--- src/rtl/uart_pkg.sv ---
// Shared UART definitions used by both the transmitter and the matching receiver.
package uart_pkg;

  typedef enum logic [1:0] {
    IDLE  = 2'd0,
    START = 2'd1,
    DATA  = 2'd2,
    STOP  = 2'd3
  } uart_state_e;

  localparam int UART_DEFAULT_CLKS_PER_BIT = 104;
  localparam int UART_DATA_BITS            = 8;

endpackage

--- src/rtl/uart_baud_counter.sv ---
// Bit-period timer: counts 0..term and pulses tick on the terminal count, then wraps.
module uart_baud_counter #(
  parameter int PERIOD_MAX = 104,
  parameter int W          = $clog2(PERIOD_MAX)
) (
  input  logic         clk,
  input  logic         rst,
  input  logic         clear,
  input  logic [W-1:0] term,
  output logic         tick
);

  logic [W-1:0] cnt;

  assign tick = (cnt == term);

  // Wrapping on tick restarts the count at 0 on every state change.
  always_ff @(posedge clk) begin
    if (rst || clear || tick) cnt <= '0;
    else                      cnt <= cnt + 1'b1;
  end

endmodule

--- src/rtl/uart_tx.sv ---
// 8N1 UART transmitter: one byte per en pulse while idle, busy held across the whole frame.
module uart_tx
  import uart_pkg::*;
#(
  parameter int CLKS_PER_BIT = UART_DEFAULT_CLKS_PER_BIT,
  parameter int STOP_BITS    = 1
) (
  input  logic       clk,
  input  logic       rst,
  input  logic       en,
  input  logic [7:0] data,
  output logic       busy,
  output logic       txd
);

  localparam int STOP_CLKS = STOP_BITS * CLKS_PER_BIT;
  localparam int CW        = $clog2(STOP_CLKS);
  localparam logic [CW-1:0] BIT_TERM  = CW'(CLKS_PER_BIT - 1);
  localparam logic [CW-1:0] STOP_TERM = CW'(STOP_CLKS - 1);

  uart_state_e               state;
  logic [UART_DATA_BITS-1:0] shreg;
  logic [2:0]                bit_idx;
  logic                      tick;
  logic                      clear;
  logic [CW-1:0]             term;

  assign clear = (state == IDLE);
  assign term  = (state == STOP) ? STOP_TERM : BIT_TERM;

  uart_baud_counter #(.PERIOD_MAX(STOP_CLKS)) u_baud (
    .clk  (clk),
    .rst  (rst),
    .clear(clear),
    .term (term),
    .tick (tick)
  );

  // txd is registered, so each transition loads the level of the bit about to start.
  always_ff @(posedge clk) begin
    if (rst) begin
      state   <= IDLE;
      shreg   <= '0;
      bit_idx <= '0;
      txd     <= 1'b1;
      busy    <= 1'b0;
    end else begin
      case (state)
        IDLE: if (en) begin
          shreg   <= data;
          bit_idx <= '0;
          state   <= START;
          txd     <= 1'b0;
          busy    <= 1'b1;
        end
        START: if (tick) begin
          state <= DATA;
          txd   <= shreg[0];
        end
        DATA: if (tick) begin
          if (bit_idx == 3'(UART_DATA_BITS - 1)) begin
            state <= STOP;
            txd   <= 1'b1;
          end else begin
            shreg   <= shreg >> 1;
            txd     <= shreg[1];
            bit_idx <= bit_idx + 3'd1;
          end
        end
        STOP: if (tick) begin
          state <= IDLE;
          busy  <= 1'b0;
        end
        default: state <= IDLE;
      endcase
    end
  end

endmodule

--- config.mk ---
export PLATFORM = sky130hd
export DESIGN_NAME = uart_tx
export DESIGN_NICKNAME = d
export VERILOG_FILES = /design/src/rtl/uart_pkg.sv /design/src/rtl/uart_baud_counter.sv /design/src/rtl/uart_tx.sv
export SDC_FILE = /design/constraint.sdc
export NUM_CORES = 1
export LEC_CHECK = 0
export BUFFER_PORTS_ARGS = -buffer_cell sky130_fd_sc_hd__buf_2
export CORE_MARGIN = 2
export CORE_UTILIZATION = 50
export DETAILED_ROUTE_END_ITERATION = 7
export GPL_TIMING_DRIVEN = 1
export PLACE_DENSITY = 0.76
export SYNTH_ARGS = -nofsm -noshare
export SYNTH_HDL_FRONTEND = slang
export SYNTH_HIERARCHICAL = 1
export SYNTH_SLANG_ARGS = --single-unit
--- constraint.sdc ---
create_clock -name clk -period 3.35 [get_ports clk]
set_input_delay 0.5025 -clock clk [delete_from_list [all_inputs] [get_ports clk]]
set_output_delay 0.5025 -clock clk [all_outputs]
set_load 0.02 [all_outputs]
# Word-level counts from Yosys, hierarchy flattened
# Index checks and enable logic that the tools add are counted.
[totals] ff_bits=22 latchBits=0 ramBits=0 rom_bits=0 input_bits=11 output_inout_bits=2 wordCells=51 memories=0
[classes] n_addsub=2 multipliers=0 n_div=0 n_lt_le_gt_ge=0 n_eq_ne=11 shift=0 muxes=22 bitwise=0 n_reduce_logical=10
[op_table] cell="8-bit 2-to-1 mux" count=3
[op_table] cell="8-bit one-hot mux with 2 select lines" count=1
[op_table] cell="2-bit 2-to-1 mux" count=5
[op_table] cell="3-bit 2-to-1 mux" count=3
[op_table] cell="2-bit one-hot mux with 4 select lines" count=1
[op_table] cell="4-bit AND reduction" count=2
[op_table] cell="7-bit by 1-bit adder with 7-bit output, second input constant" count=1
[op_table] cell="7-bit equality test, second input constant" count=1
[op_table] cell="1-bit 2-to-1 mux" count=6
[op_table] cell="2-bit by 1-bit != test with 1-bit output, second input constant" count=3
[op_table] cell="2-bit != test, second input constant" count=3
[op_table] cell="3-bit one-hot mux with 2 select lines" count=1
[op_table] cell="5-bit AND reduction" count=1
[op_table] cell="2-bit equality test, second input constant" count=2
[op_table] cell="2-bit nonzero test" count=2
[op_table] cell="3-bit by 1-bit adder with 3-bit output, second input constant" count=1
[op_table] cell="3-bit equality test, second input constant" count=1
[op_table] cell="1-bit one-hot mux with 3 select lines" count=1
[op_table] cell="3-bit AND reduction" count=1
[op_table] cell="3-bit nonzero test" count=1
[op_table] cell="2-bit by 1-bit equality test with 1-bit output, second input constant" count=1
[op_table] cell="2-bit zero test" count=1
[op_table] cell="1-bit logical OR" count=2
[op_table] cell="1-bit one-hot mux with 2 select lines" count=1

# Depth between registers and ports, before layout
# Gate-level depths: netlist of the first run.
[depth] word_depth=4 mapped_depth=7

# By module
# Netlist of the first run, hierarchy kept.
[modules_own_cells] mod="uart_tx" n_inst=1 cells_per_inst=92 area_each_um2=927.1 seq_area_each_um2=300.3
[modules_own_cells] mod="uart_baud_counter" n_inst=1 cells_per_inst=44 area_each_um2=414.1 seq_area_each_um2=140.1

# Worst setup path before layout of the first run
# OpenSTA, ideal clock, no wires.
[synth_path] kind="reg2reg" start="reg u_baud.cnt[3]" end="reg txd" setup_time_ns=0.122 arrival_ns=1.963 required_ns=3.228 path_slack_ns=1.264 stages_incl_launch_ff=8 path_buffers=1 path_cell_list="dfxtp_1 clkbuf_2 xor2_1 nor4_2 and2_1 o21ba_4 o31a_1 a311o_1"
[synth_between] elab_chain_len=3 word_cells_on_any_way=4 cone_classes="eq/ne (3); reduce/logical (1)"
[synth_rtl] item="start, declared" line_no="uart_baud_counter.sv:13" source="logic [W-1:0] cnt;"
[synth_rtl] item="start signal, assigned" line_no="uart_baud_counter.sv:20" source="else cnt <= cnt + 1'b1;"
[synth_rtl] item="7-bit equality test *" line_no="uart_baud_counter.sv:15" source="assign tick = (cnt == term);"
[synth_rtl] item="via tick" line_no="uart_tx.sv:24" source="logic tick;"
[synth_rtl] item="2-bit by 1-bit != test with 1-bit output (no line)"
[synth_rtl] item="4-bit AND reduction (no line) *"
[synth_rtl] item="end signal, assigned" line_no="uart_tx.sv:58" source="txd <= shreg[0];"
[synth_rtl] item="end signal, assigned" line_no="uart_tx.sv:66" source="txd <= shreg[1];"
[synth_rtl] item="end, declared" line_no="uart_tx.sv:13" source="output logic txd"
# Mark *: on every way through the listed nets, which the timed path passes. The rest lies on a longest branch.
# A chain may end at the register's enable or synchronous reset.

# Final worst setup path of the first run
[layout_path] start="reg u_baud.cnt[5]" end="reg shreg[2]"
[layout_between] elab_chain_len=3
[layout_rtl] item="7-bit equality test" line_no="uart_baud_counter.sv:15"
[layout_rtl] item="via tick" line_no="uart_tx.sv:24"
[layout_rtl] item="2-bit by 1-bit != test with 1-bit output (no line)"
[layout_rtl] item="4-bit AND reduction (no line)"
[layout_rtl] item="end signal, assigned" line_no="uart_tx.sv:50" source="shreg <= data;"
[layout_rtl] item="end signal, assigned" line_no="uart_tx.sv:65" source="shreg <= shreg >> 1;"
[layout_rtl] item="end, declared" line_no="uart_tx.sv:22" source="logic [UART_DATA_BITS-1:0] shreg;"
# The timed path passes the listed nets, and every way through them passes these cells.

==> key figures, run 1 <==
Status
  • Status: completed

Synth
  • Synth unique cells: 39
  • Register area share after synthesis: roughly 33%
  • Synth Warn #: 6
  • Post-synth EDFFs: 0
  • Most used flip-flop cell after synthesis: dfxtp_1
  • FF+latch count, synth: 22
  • Post-Syn Area: 0.001341 mm²
  • Fraction of registers with async set/reset: 0%
  • Syn avg cell area: slightly below 10 µm²
  • Gate count of the mapped netlist: about 140

Final layout
  • Utilization after layout: a little under three fifths
  • Fillers: about 240
  • Layout Nets: approximately 170
  • Share of post-route cells with drive strength above 1: 20.81%
  • Area grow syn2layout: 7.183%
  • Area of the multi-input gates: 848.3 µm²
  • Fin cells: roughly 180
  • Register area: approximately 440 µm²
  • Ant diodes: 0

Worst setup path
  • Worst endpoint required time: between 3 and 4 ns
  • WP data arrival: about 2.7 ns
  • Worst setup SP type: flip-flop
  • RR Endpoint: shreg[2]
  • Flop2flop setup slack: 0.88 ns
  • CP endpoint kind: flip-flop
  • Max FO, Critical Path: 9
  • FF-to-FF path depth: 6
  • R2r startpoint: u_baud/cnt[5]
  • Critical setup path kind: reg2reg

Timing
  • Peak Freq: 404.4 MHz
  • Final Skew: approximately 0.0045 ns
  • Slew Viols, Final: 0
  • Min Tclk post-route: approximately 2.5 ns
  • Final setup viols: 0
  • Final setup TNS: 0 ns
  • RSZ-0062 raised after global routing: false
  • WHS: ~0.45 ns
  • Period utilisation layout: 73.82%
  • Tightest Pin Transition: between 0.7 and 0.8 ns
  • Slew headroom: between 50% and 60%
  • Fin. Hold Viols: 0

CTS
  • H-tree depth: 1
  • Clock-pin slew on the worst setup and hold paths: between 0.1 and 0.15 ns
  • Clock tree buffer depth: 2
  • CTS Hold Bufs: 0
  • CTS buffer count: 3
  • Post-CTS Setup Inserts: 0
  • CTS tree: done
  • Clock Sinks: 22
  • Later-pin clock latency in the skew report: between 0.3 and 0.4 ns
  • Root Buffer: clkbuf_4
  • Post-CTS Resized: 0

Power
  • Worst vdd ir: between 0.0003 and 0.0004 V
  • Power Total: roughly 0.94 mW
  • LEAKAGE: roughly 0.6 nW
  • Power Density: about 660 mW/mm²

Min path
  • Hold depth: 3
  • Hold Crit Class: in2reg
  • WHS Endpoint: shreg[7]
  • Hold path startpoint: data[7]

Global route
  • Gr usage total: between 15 and 20%
  • Vias in the first global route: ~1000
  • First-pass GRT wire length: between 4 and 5 mm
  • Initial antenna violation count: 0
  • GRT overflow: 0
  • Largest net degree at the start of global routing: 18

Route
  • 1st-iter DRT viols: 26
  • Drt drc: 0
  • ANT nets after route: 0
  • Avg WL per Cell: approximately 14 µm
  • Post-Route WL: 2.492 mm
  • Detailed-route via count: about 1.0k
  • Vias per cell: around 6
  • Pre-antenna DRT Iters: 4

Die
  • Die area: about 0.0031 mm²
  • Ports: 13
  • Rows: 18
  • Chip Height: approximately 56 µm
  • Die width: roughly 56 µm
  • Core Box Area: ~0.0025 mm²
  • Initial Util: a little over half

Placement
  • Port Buf Inserts: 12
  • GPL Wtd Cong: between 0.8 and 0.9
  • Placed cell count: between 150 and 200
  • Detail Placement HPWL: around 1.8 mm

Job
  • Max capacitance violation total: 0
==> critical path, cell delays in order, from the launching register on <==
cell and delay, ns:
dfxtp_1 0.45, xor2_1 0.11, nor4_2 0.62, and2_1 0.31, nand3b_2 0.22, a2111oi_0 0.55
a31o_2 0.17
==> Yosys cell counts, types with 2 or more instances <==
master	instances	share of area [%]
o21ai_0	2	0.75
dfxtp_1	22	33
nand3b_1	2	1.1
buf_2	2	0.75
inv_1	3	0.84
xor2_1	10	6.5
nand3_1	7	2.6
nand2_1	10	2.8
o2111ai_1	2	1.3
a31o_1	6	3.9
a21o_2	2	1.3
a21oi_1	6	2.2
nor4_2	2	1.9
buf_6	3	2.5
nor2_1	2	0.56
mux2i_1	12	9.0
conb_1	2	0.56
ha_1	8	7.5
a2111oi_0	10	6.5
clkbuf_1	2	0.56
a31o_2	3	2.0
==> sequential cells by signal, summed over array words and instances, names as in the netlist <==
register,count
shreg,8
u_baud/cnt,7
txd,1
busy,1
state,2
bit_idx,3
==> stage by stage <==
stage               setup slack [ns]  area [µm²]
detailed placement            0.9781        1401
CTS                           0.8732        1438
floorplan                      1.264        1360
finish                        0.8771        1438
global placement               1.018        1401
global route                  0.6475        1438
==> routing by layer <==
metal / global-route usage, % / share of wire (%) / up-vias
met2: 30.61 / 50 / 21
met5: 0 / 0 / -
met1: 19.59 / 44 / 499
met3: 4.419 / 4.2 / 5
li1: - / - / 524
met4: 8.362 / 1.8 / 0
==> worst max path at each step <==
stage	end	start	cells past startpoint	slack, ns
final	shreg[2]	u_baud/cnt[5]	6	0.88
after global routing	shreg[5]	u_baud/cnt[5]	6	0.65
after CTS	shreg[2]	u_baud/cnt[5]	6	0.87
after detailed placement	shreg[1]	u_baud/cnt[5]	6	0.98
after global placement	shreg[2]	u_baud/cnt[5]	6	1.02
after floorplan	txd	u_baud/cnt[3]	7	1.26
==> where the power goes <==
| part | internal [mW] | total (mW) | switching (mW) | leakage [nW] |
|---|---|---|---|---|
| clock | 0.0664 | 0.148 | 0.0815 | 0.0210 |
| sequential | 0.320 | 0.361 | 0.0404 | 0.180 |
| combinational | 0.193 | 0.436 | 0.243 | 0.390 |
==> area by class of cell <==
class	instances	area share [%]
multi-input cells	107	59.01
well taps	30	2.611
flip-flops and latches	22	30.64
repair buffers	12	4.178
inverters	4	1.044
clock buffers	4	2.524
==> cells by family after synthesis <==
logic type | share of synthesized area, %
buffers and inverters | 5.317
multiplexers | 8.956
other | 0.5599
adder cells (fa/ha/maj) | 7.463
AO/OA/AOI/OAI | 24.16
AND/OR/NAND/NOR | 14.18
flip-flops | 32.84
XOR/XNOR | 6.530
==> cells in the final DEF (no fill, tap or decap), drive strengths merged, types with 2 or more instances in the layout <==
master,count
dfxtp,22
mux2i,12
buf,12
a2111oi,10
nand2,10
xor2,10
a31o,9
ha,8
nand3,7
conb,7
a21oi,7
clkbuf,4
inv,3
nand3b,3
a21o,3
nor4,2
nor2,2
o21ai,2
o2111ai,2
nor2b,2
nor3,2
Power figures use the tool's default switching activity.
==> inputs of run 2 (changes only) <==
--- a/config.mk
+++ b/config.mk
@@ -10,7 +10,7 @@
 export CORE_UTILIZATION = 50
 export DETAILED_ROUTE_END_ITERATION = 7
 export GPL_TIMING_DRIVEN = 1
-export PLACE_DENSITY = 0.76
+export PLACE_DENSITY = 0.79
 export SYNTH_ARGS = -nofsm -noshare
 export SYNTH_HDL_FRONTEND = slang
 export SYNTH_HIERARCHICAL = 1
==> constraint.sdc (replaced) <==
create_clock -name clk -period 2.1 [get_ports clk]
set_input_delay 0.315 -clock clk [delete_from_list [all_inputs] [get_ports clk]]
set_output_delay 0.315 -clock clk [all_outputs]
set_load 0.02 [all_outputs]
==> run 2 against run 1 <==
Effect of this change: sequential power increased by 58%; first-iteration DRC count increased by 23%; count of clock-buffer cells in the layout decreased by 1; register-to-register slack got worse by 0.75 ns; sequential share of layout area decreased by 1.6 points; combinational power increased by 72%; final cell count increased by 3.9%; setup slack got worse by 0.75 ns; sequential cell count unchanged; core utilization increased by 3.2 points; routed wire length increased by 6.5%; global-route usage increased by 0.58 points.
==> key figures, run 2 (synthesis gave the netlist of run 1 again) <==
Power
  • Power Density: 1086 mW/mm² (was 657.0 mW/mm²)
  • Clock share of power: 19.9% (was 15.7%)
  • Sw Ratio: 37.14% (was 38.65%)
  • Internal Power: 1.036 mW (was 0.5795 mW)
  • Gate power share: 45.4% (was 46.2%)
  • Worst vdd ir: 0.0007258 V (was 0.0003349 V)
  • Power Total: 1.649 mW (was 0.9446 mW)
  • LEAKAGE: 0.6362 nW (was 0.5909 nW)
  • Flop pwr share: 34.7% (was 38.2%)
  • Net Switching: 0.6123 mW (was 0.3651 mW)

Worst setup path
  • Max FO, Critical Path: 9 (unchanged)
  • WP data arrival: 2.21 ns (was 2.74 ns)
  • Critical setup path kind: reg2reg (unchanged)
  • CP endpoint kind: flip-flop (unchanged)
  • Worst endpoint required time: 2.33 ns (was 3.61 ns)
  • Worst setup SP type: flip-flop (unchanged)
  • Max stage delay on crit path: 0.39 ns (was 0.62 ns)
  • Crit path cell chain: xor2_1 > nor3_2 > and2_1 > nand3b_2 > a21o_1 > a31o_2 (was xor2_1 > nor4_2 > and2_1 > nand3b_2 > a2111oi_0 > a31o_2)
  • Slowest stage cell, crit path: dfxtp_1 (was nor4_2)

Final layout
  • Largest register FFs: 8 (unchanged)
  • Most common cell after layout, fill and taps aside: dfxtp_1 (unchanged)
  • Largest regs: shreg (8), u_baud/cnt (7), bit_idx (3) (unchanged)
  • Ant diodes: 0 (unchanged)
  • Area grow syn2layout: 13.15% (was 7.183%)
  • Commonest non-fill, non-tap cells in the layout: dfxtp_1, mux2i_1, buf_2, nand2_1, xor2_1 (was dfxtp_1, mux2i_1, buf_2)
  • Fin cells: 186 (was 179)
  • Share of post-route cells with drive strength above 1: 25.00% (was 20.81%)
  • Utilization after layout: 60.71% (was 57.51%)
  • Layout Nets: 176 (was 169)
  • Largest Register: shreg (unchanged)

Status
  • Status: completed (unchanged)

Global route
  • Largest net degree at the start of global routing: 18 (unchanged)
  • First-pass GRT wire length: 4.581 mm (was 4.360 mm)
  • GRT overflow: 0 (unchanged)
  • Initial antenna violation count: 0 (unchanged)
  • Vias in the first global route: 1068 (was 991)
  • Gr usage total: 18.04% (was 17.46%)

CTS
  • Clock Sinks: 22 (unchanged)
  • Clock tree buffer depth: 2 (unchanged)
  • CTS Hold Bufs: 0 (unchanged)
  • CTS tree: done (unchanged)
  • H-tree depth: 1 (unchanged)
  • CTS buffer count: 3 (unchanged)
  • Later-pin clock latency in the skew report: 0.32 ns (was 0.31 ns)
  • Post-CTS Setup Inserts: 0 (unchanged)
  • Clock-pin slew on the worst setup and hold paths: 0.13 ns (was 0.12 ns)
  • Root Buffer: clkbuf_4 (unchanged)

Placement
  • Port Buf Inserts: 12 (unchanged)
  • GPL Wtd Cong: 0.8184 (was 0.8061)
  • Detail Placement HPWL: 2.012 mm (was 1.848 mm)
  • Placed cell count: 182 (was 175)
  • Setup slack at placement: 0.1368 ns (was 0.9781 ns)

Route
  • Vias per cell: 5.790 (was 5.860)
  • Metal2 WL: 1.313 mm (was 1.239 mm)
  • Post-Route WL: 2.655 mm (was 2.492 mm)
  • Top sig layer: met4 (unchanged)
  • Routed met3 length: 133 µm (was 104 µm)
  • Pre-antenna DRT Iters: 4 (unchanged)
  • Drt drc: 0 (unchanged)
  • Detailed-route via count: 1077 (was 1049)
  • Avg WL per Cell: 14.27 µm (was 13.92 µm)
  • 1st-iter DRT viols: 32 (was 26)
  • ANT nets after route: 0 (unchanged)
  • DRT met1 WL: 1.198 mm (was 1.103 mm)

Die
  • Chip Height: 55.80 µm (unchanged)
  • Core Box Area: 0.002500 mm² (unchanged)
  • Die area: 0.003113 mm² (unchanged)
  • Rows: 18 (unchanged)
  • Die width: 55.80 µm (unchanged)
  • Initial Util: 53.65% (unchanged)
  • Ports: 13 (unchanged)

Timing
  • Period utilisation layout: 94.07% (was 73.82%)
  • Final setup viols: 0 (unchanged)
  • Fin. Hold Viols: 0 (unchanged)
  • Final Skew: 0.01163 ns (was 0.004546 ns)
  • WHS: 0.2621 ns (was 0.4533 ns)
  • Min Tclk post-route: 1.975 ns (was 2.473 ns)
  • Slew Viols, Final: 0 (unchanged)
  • Worst Slack Setup Final: 0.1246 ns (was 0.8771 ns)
  • Peak Freq: 506.2 MHz (was 404.4 MHz)

Min path
  • Hold Crit Class: in2reg (unchanged)

Job
  • Max capacitance violation total: 0 (unchanged)
[run 2: per-stage QoR]
stage                     cell area (µm²)  setup TNS (ns)
after CTS                            1506               0
after global routing                 1518        -0.03537
after floorplan                      1360               0
after detailed placement             1454               0
final                                1518               0
after global placement               1454               0
[run 2: power groups by stage]
stage                     Sequential (mW)  Clock (mW)  Combinational [mW]
after CTS                           0.571       0.337               0.734
after global routing                0.582       0.350               0.828
after global placement              0.574           0               0.693
after floorplan                     0.584           0               0.615
final                               0.571       0.329               0.749
after detailed placement            0.582           0               0.733
[run 2: timing repair]
action / CTS / global route
endpoints found under the setup margin: 0 / 4
endpoints found under the hold margin: 0 / 0
resized for setup: 0 / 6
[run 2: worst max-delay path, delay by kind of cell, from the launching register on]
kind	cells	cell delay, ns
AOI/OAI and AO/OA	2	0.59
xor gates and xnor gates	1	0.19
DFF	1	0.39
and+or+nand+nor	3	0.74
[run 2: path summary, 6_finish.rpt]
check                           slack (ns)     startpoint  cells past startpoint          to
worst max register to register        0.12  u_baud/cnt[4]                      6    shreg[2]
worst min register to register        0.48     bit_idx[2]                      2  bit_idx[2]
worst min-delay path                  0.26        data[7]                      3    shreg[7]
worst max-delay path                  0.12  u_baud/cnt[4]                      6    shreg[2]
[run 2: area by class of cell]
class | instances | area (µm²)
Sequential cell | 22 | 440.4
Fill cell | 225 | 982.2
Tap cell | 30 | 37.54
Clock inverter | 1 | 30.03
Clock buffer | 3 | 22.52
Timing Repair Buffer | 19 | 112.6
Multi-Input combinational cell | 107 | 859.6
Inverter | 4 | 15.01
[run 2: routing by layer]
metal	up-vias	track usage, %
met5	-	0
met3	3	5.116
li1	540	-
met1	499	21.40
met4	0	4.878
met2	35	31.63
==> inputs of run 3 (changes only) <==
--- a/config.mk
+++ b/config.mk
@@ -5,11 +5,11 @@
 export SDC_FILE = /design/constraint.sdc
 export NUM_CORES = 1
 export LEC_CHECK = 0
+export ABC_AREA = 1
 export BUFFER_PORTS_ARGS = -buffer_cell sky130_fd_sc_hd__buf_2
 export CORE_MARGIN = 2
 export CORE_UTILIZATION = 50
 export DETAILED_ROUTE_END_ITERATION = 7
-export GPL_TIMING_DRIVEN = 1
 export PLACE_DENSITY = 0.79
 export SYNTH_ARGS = -nofsm -noshare
 export SYNTH_HDL_FRONTEND = slang
==> run 3 against run 2 <==
Effect of this change: hold slack worse by 0.048 ns; register-to-register slack better by 0.23 ns; setup slack improved by 0.23 ns; core utilization down 1.1 points; sequential cell count did not move; sequential power up 5.1%; final cell count increased by 41%; combinational power fell by 6.0%; first-iteration DRC count fell by 13%; fmax rose by 13%; critical path depth is 8 higher; critical endpoint is now shreg[1].
==> key figures, run 3 <==
Synth
  • Fraction of registers with async set/reset: 0% (unchanged)
  • Post-Syn Area: 0.001309 mm² (was 0.001341 mm²)
  • Synth unique cells: 22 (was 39)
  • Share of the synthesized area in the top cell type: 33.65% (was 32.84%)
  • Gate count of the mapped netlist: 207 (was 136)
  • FF+latch count, synth: 22 (unchanged)
  • Syn avg cell area: 6.322 µm² (was 9.862 µm²)
  • Most frequent cells after synthesis: nand2_1, nor2_1, inv_1 (was dfxtp_1, mux2i_1, a2111oi_0, nand2_1, xor2_1)
  • Largest area contributor in the netlist: dfxtp_1 (unchanged)
  • Most common cell in the netlist: nand2_1 (was dfxtp_1)
  • Most area-consuming cells after synthesis: dfxtp_1, nand2_1, nor2_1 (was dfxtp_1, mux2i_1, ha_1)
  • Post-synth EDFFs: 0 (unchanged)
  • Synth Warn #: 6 (unchanged)
  • Register area share after synthesis: 33.65% (was 32.84%)
  • Most used flip-flop cell after synthesis: dfxtp_1 (unchanged)

Global route
  • Initial antenna violation count: 0 (unchanged)
  • GRT overflow: 0 (unchanged)
  • Gr usage total: 17.62% (was 18.04%)
  • Largest net degree at the start of global routing: 23 (was 18)
  • First-pass GRT wire length: 3.946 mm (was 4.581 mm)
  • Vias in the first global route: 1046 (was 1068)

Timing
  • Final setup TNS: 0 ns (unchanged)
  • Slew Viols, Final: 0 (unchanged)
  • Min Tclk post-route: 1.750 ns (was 1.975 ns)
  • Final Skew: 0.001835 ns (was 0.01163 ns)
  • Peak Freq: 571.6 MHz (was 506.2 MHz)
  • Fin. Hold Viols: 0 (unchanged)
  • Period utilisation layout: 83.31% (was 94.07%)
  • Final setup viols: 0 (unchanged)
  • RSZ-0062 raised after global routing: false

Die
  • Ports: 13 (unchanged)
  • Die area: 0.003043 mm² (was 0.003113 mm²)
  • Core Box Area: 0.002477 mm² (was 0.002500 mm²)
  • Initial Util: 52.83% (was 53.65%)
  • Chip Height: 55.16 µm (was 55.80 µm)
  • Die width: 55.16 µm (was 55.80 µm)
  • Rows: 18 (unchanged)

Final layout
  • Post-route cell area: 0.001476 mm² (was 0.001518 mm²)
  • Area grow syn2layout: 12.81% (was 13.15%)
  • Largest Register: shreg (unchanged)
  • Ant diodes: 0 (unchanged)
  • Largest regs: shreg (8), u_baud/cnt (7), bit_idx (3) (unchanged)
  • Share of post-route cells with drive strength above 1: 9.442% (was 25.00%)
  • Most common cell after layout, fill and taps aside: nand2_1 (was dfxtp_1)
  • Layout Nets: 253 (was 176)
  • Commonest non-fill, non-tap cells in the layout: nand2_1, nor2_1, inv_1, dfxtp_1, conb_1 (was dfxtp_1, mux2i_1, buf_2, nand2_1, xor2_1)
  • Fillers: 247 (was 225)
  • Largest register FFs: 8 (unchanged)

CTS
  • CTS Hold Bufs: 0 (unchanged)
  • Post-CTS Setup Inserts: 0 (unchanged)
  • CTS buffer count: 3 (unchanged)
  • Later-pin clock latency in the skew report: 0.30 ns (was 0.32 ns)
  • CTS tree: done (unchanged)
  • Root Buffer: clkbuf_4 (unchanged)
  • Clock Sinks: 22 (unchanged)
  • H-tree depth: 1 (unchanged)
  • Clock-pin slew on the worst setup and hold paths: 0.12 ns (was 0.13 ns)
  • Clock tree buffer depth: 2 (unchanged)
  • Post-CTS Resized: 0 (unchanged)

Min path
  • Hold Crit Class: in2reg (unchanged)
  • Hold path startpoint: rst (was data[7])

Power
  • Worst vdd ir: 0.0007916 V (was 0.0007258 V)
  • LEAKAGE: 0.7788 nW (was 0.6362 nW)
  • Power Density: 1038 mW/mm² (was 1086 mW/mm²)

Route
  • Avg WL per Cell: 8.274 µm (was 14.27 µm)
  • Detailed-route via count: 1148 (was 1077)
  • ANT nets after route: 0 (unchanged)
  • Pre-antenna DRT Iters: 4 (unchanged)
  • Vias per cell: 4.365 (was 5.790)
  • 1st-iter DRT viols: 28 (was 32)
  • Drt drc: 0 (unchanged)
  • Post-Route WL: 2.176 mm (was 2.655 mm)

Worst setup path
  • R2r startpoint: u_baud/cnt[0] (was u_baud/cnt[4])
  • Worst setup SP type: flip-flop (unchanged)
  • Max FO, Critical Path: 22 (was 9)
  • Worst endpoint required time: 2.31 ns (was 2.33 ns)
  • WP data arrival: 1.96 ns (was 2.21 ns)
  • Worst setup path start: u_baud/cnt[0] (was u_baud/cnt[4])
  • CP endpoint kind: flip-flop (unchanged)
  • Critical setup path kind: reg2reg (unchanged)

Placement
  • Port Buf Inserts: 12 (unchanged)
  • DP Area: 0.001440 mm² (was 0.001454 mm²)
  • Detail Placement HPWL: 1.665 mm (was 2.012 mm)
  • GPL Wtd Cong: 0.8160 (was 0.8184)

Job
  • Max capacitance violation total: 0 (unchanged)

Status
  • Status: completed (unchanged)
[run 3: cell count changes after synthesis, moves of 10 or more]
| cell | previous run | this run |
|---|---|---|
| a2111oi_0 | 10 | 0 |
| inv_1 | 3 | 27 |
| mux2i_1 | 12 | 0 |
| nand2_1 | 10 | 71 |
| nor2_1 | 2 | 40 |
[run 3: cells by family after synthesis]
| family | after synthesis | share of synthesized area (%) |
|---|---|---|
| buffers and inverters | 32 | 10.04 |
| adder cells (fa/ha/maj) | 8 | 7.648 |
| other | 2 | 0.5738 |
| flip-flops | 22 | 33.65 |
| XOR/XNOR | 4 | 2.677 |
| AO/OA/AOI/OAI | 15 | 8.126 |
| AND/OR/NAND/NOR | 124 | 37.29 |
[run 3: critical path, cell delays in order, from the launching register on]
cell	delay, ns
dfxtp_1	0.42
inv_1	0.06
nand2_1	0.05
nand2_1	0.04
nor2_1	0.09
nand2_1	0.10
nor2_1	0.14
inv_1	0.09
nand2_1	0.08
nand2_1	0.06
nor2_2	0.09
buf_4	0.24
nand2_1	0.07
nand2_1	0.06
nor2_1	0.05
[run 3: power breakdown]
part	internal [mW]	leakage [nW]	total (mW)	switching, mW
registers	0.533	0.181	0.600	0.0677
clock network	0.106	0.0210	0.228	0.123
logic	0.267	0.577	0.704	0.437
total	0.906	0.779	1.53	0.627
[run 3: worst paths after layout]
kind | slack [ns] | to | depth (start not counted)
max reg2reg | 0.35 | shreg[1] | 14
min | 0.21 | txd | 3
min reg2reg | 0.46 | busy | 2
max | 0.35 | shreg[1] | 14
[run 3: cell type report]
type / instances / area, µm² / share of cell area [%]
Clock buffer: 4 / 36.28 / 2.458
Inverter: 28 / 105.1 / 7.119
Tap cell: 30 / 37.54 / 2.542
Timing Repair Buffer: 14 / 75.07 / 5.085
Multi-Input combinational cell: 165 / 782.0 / 52.97
Sequential cell: 22 / 440.4 / 29.83
[run 3: through the flow]
| step | hold WS, ns | util [%] | instances | total power, mW | setup slack (ns) |
|---|---|---|---|---|---|
| after floorplan | 0.4034 | - | 219 | 1.189 | 0.5547 |
| after global placement | 0.4373 | 58.13 | 259 | 1.304 | 0.4068 |
| after detailed placement | 0.4435 | 58.13 | 259 | 1.314 | 0.3532 |
| after CTS | 0.2124 | 59.60 | 263 | 1.548 | 0.3181 |
| after global routing | 0.2354 | 59.60 | 263 | 1.704 | 0.07133 |
| final | 0.2142 | 59.60 | 263 | 1.533 | 0.3504 |
[run 3: layer usage]
layer	GRT usage, %	up-vias	part of all wire (%)
met5	0	-	0
met1	20.30	474	49
met4	2.439	0	0.64
met2	32.94	8	47
met3	4.839	2	2.8
li1	-	664	-
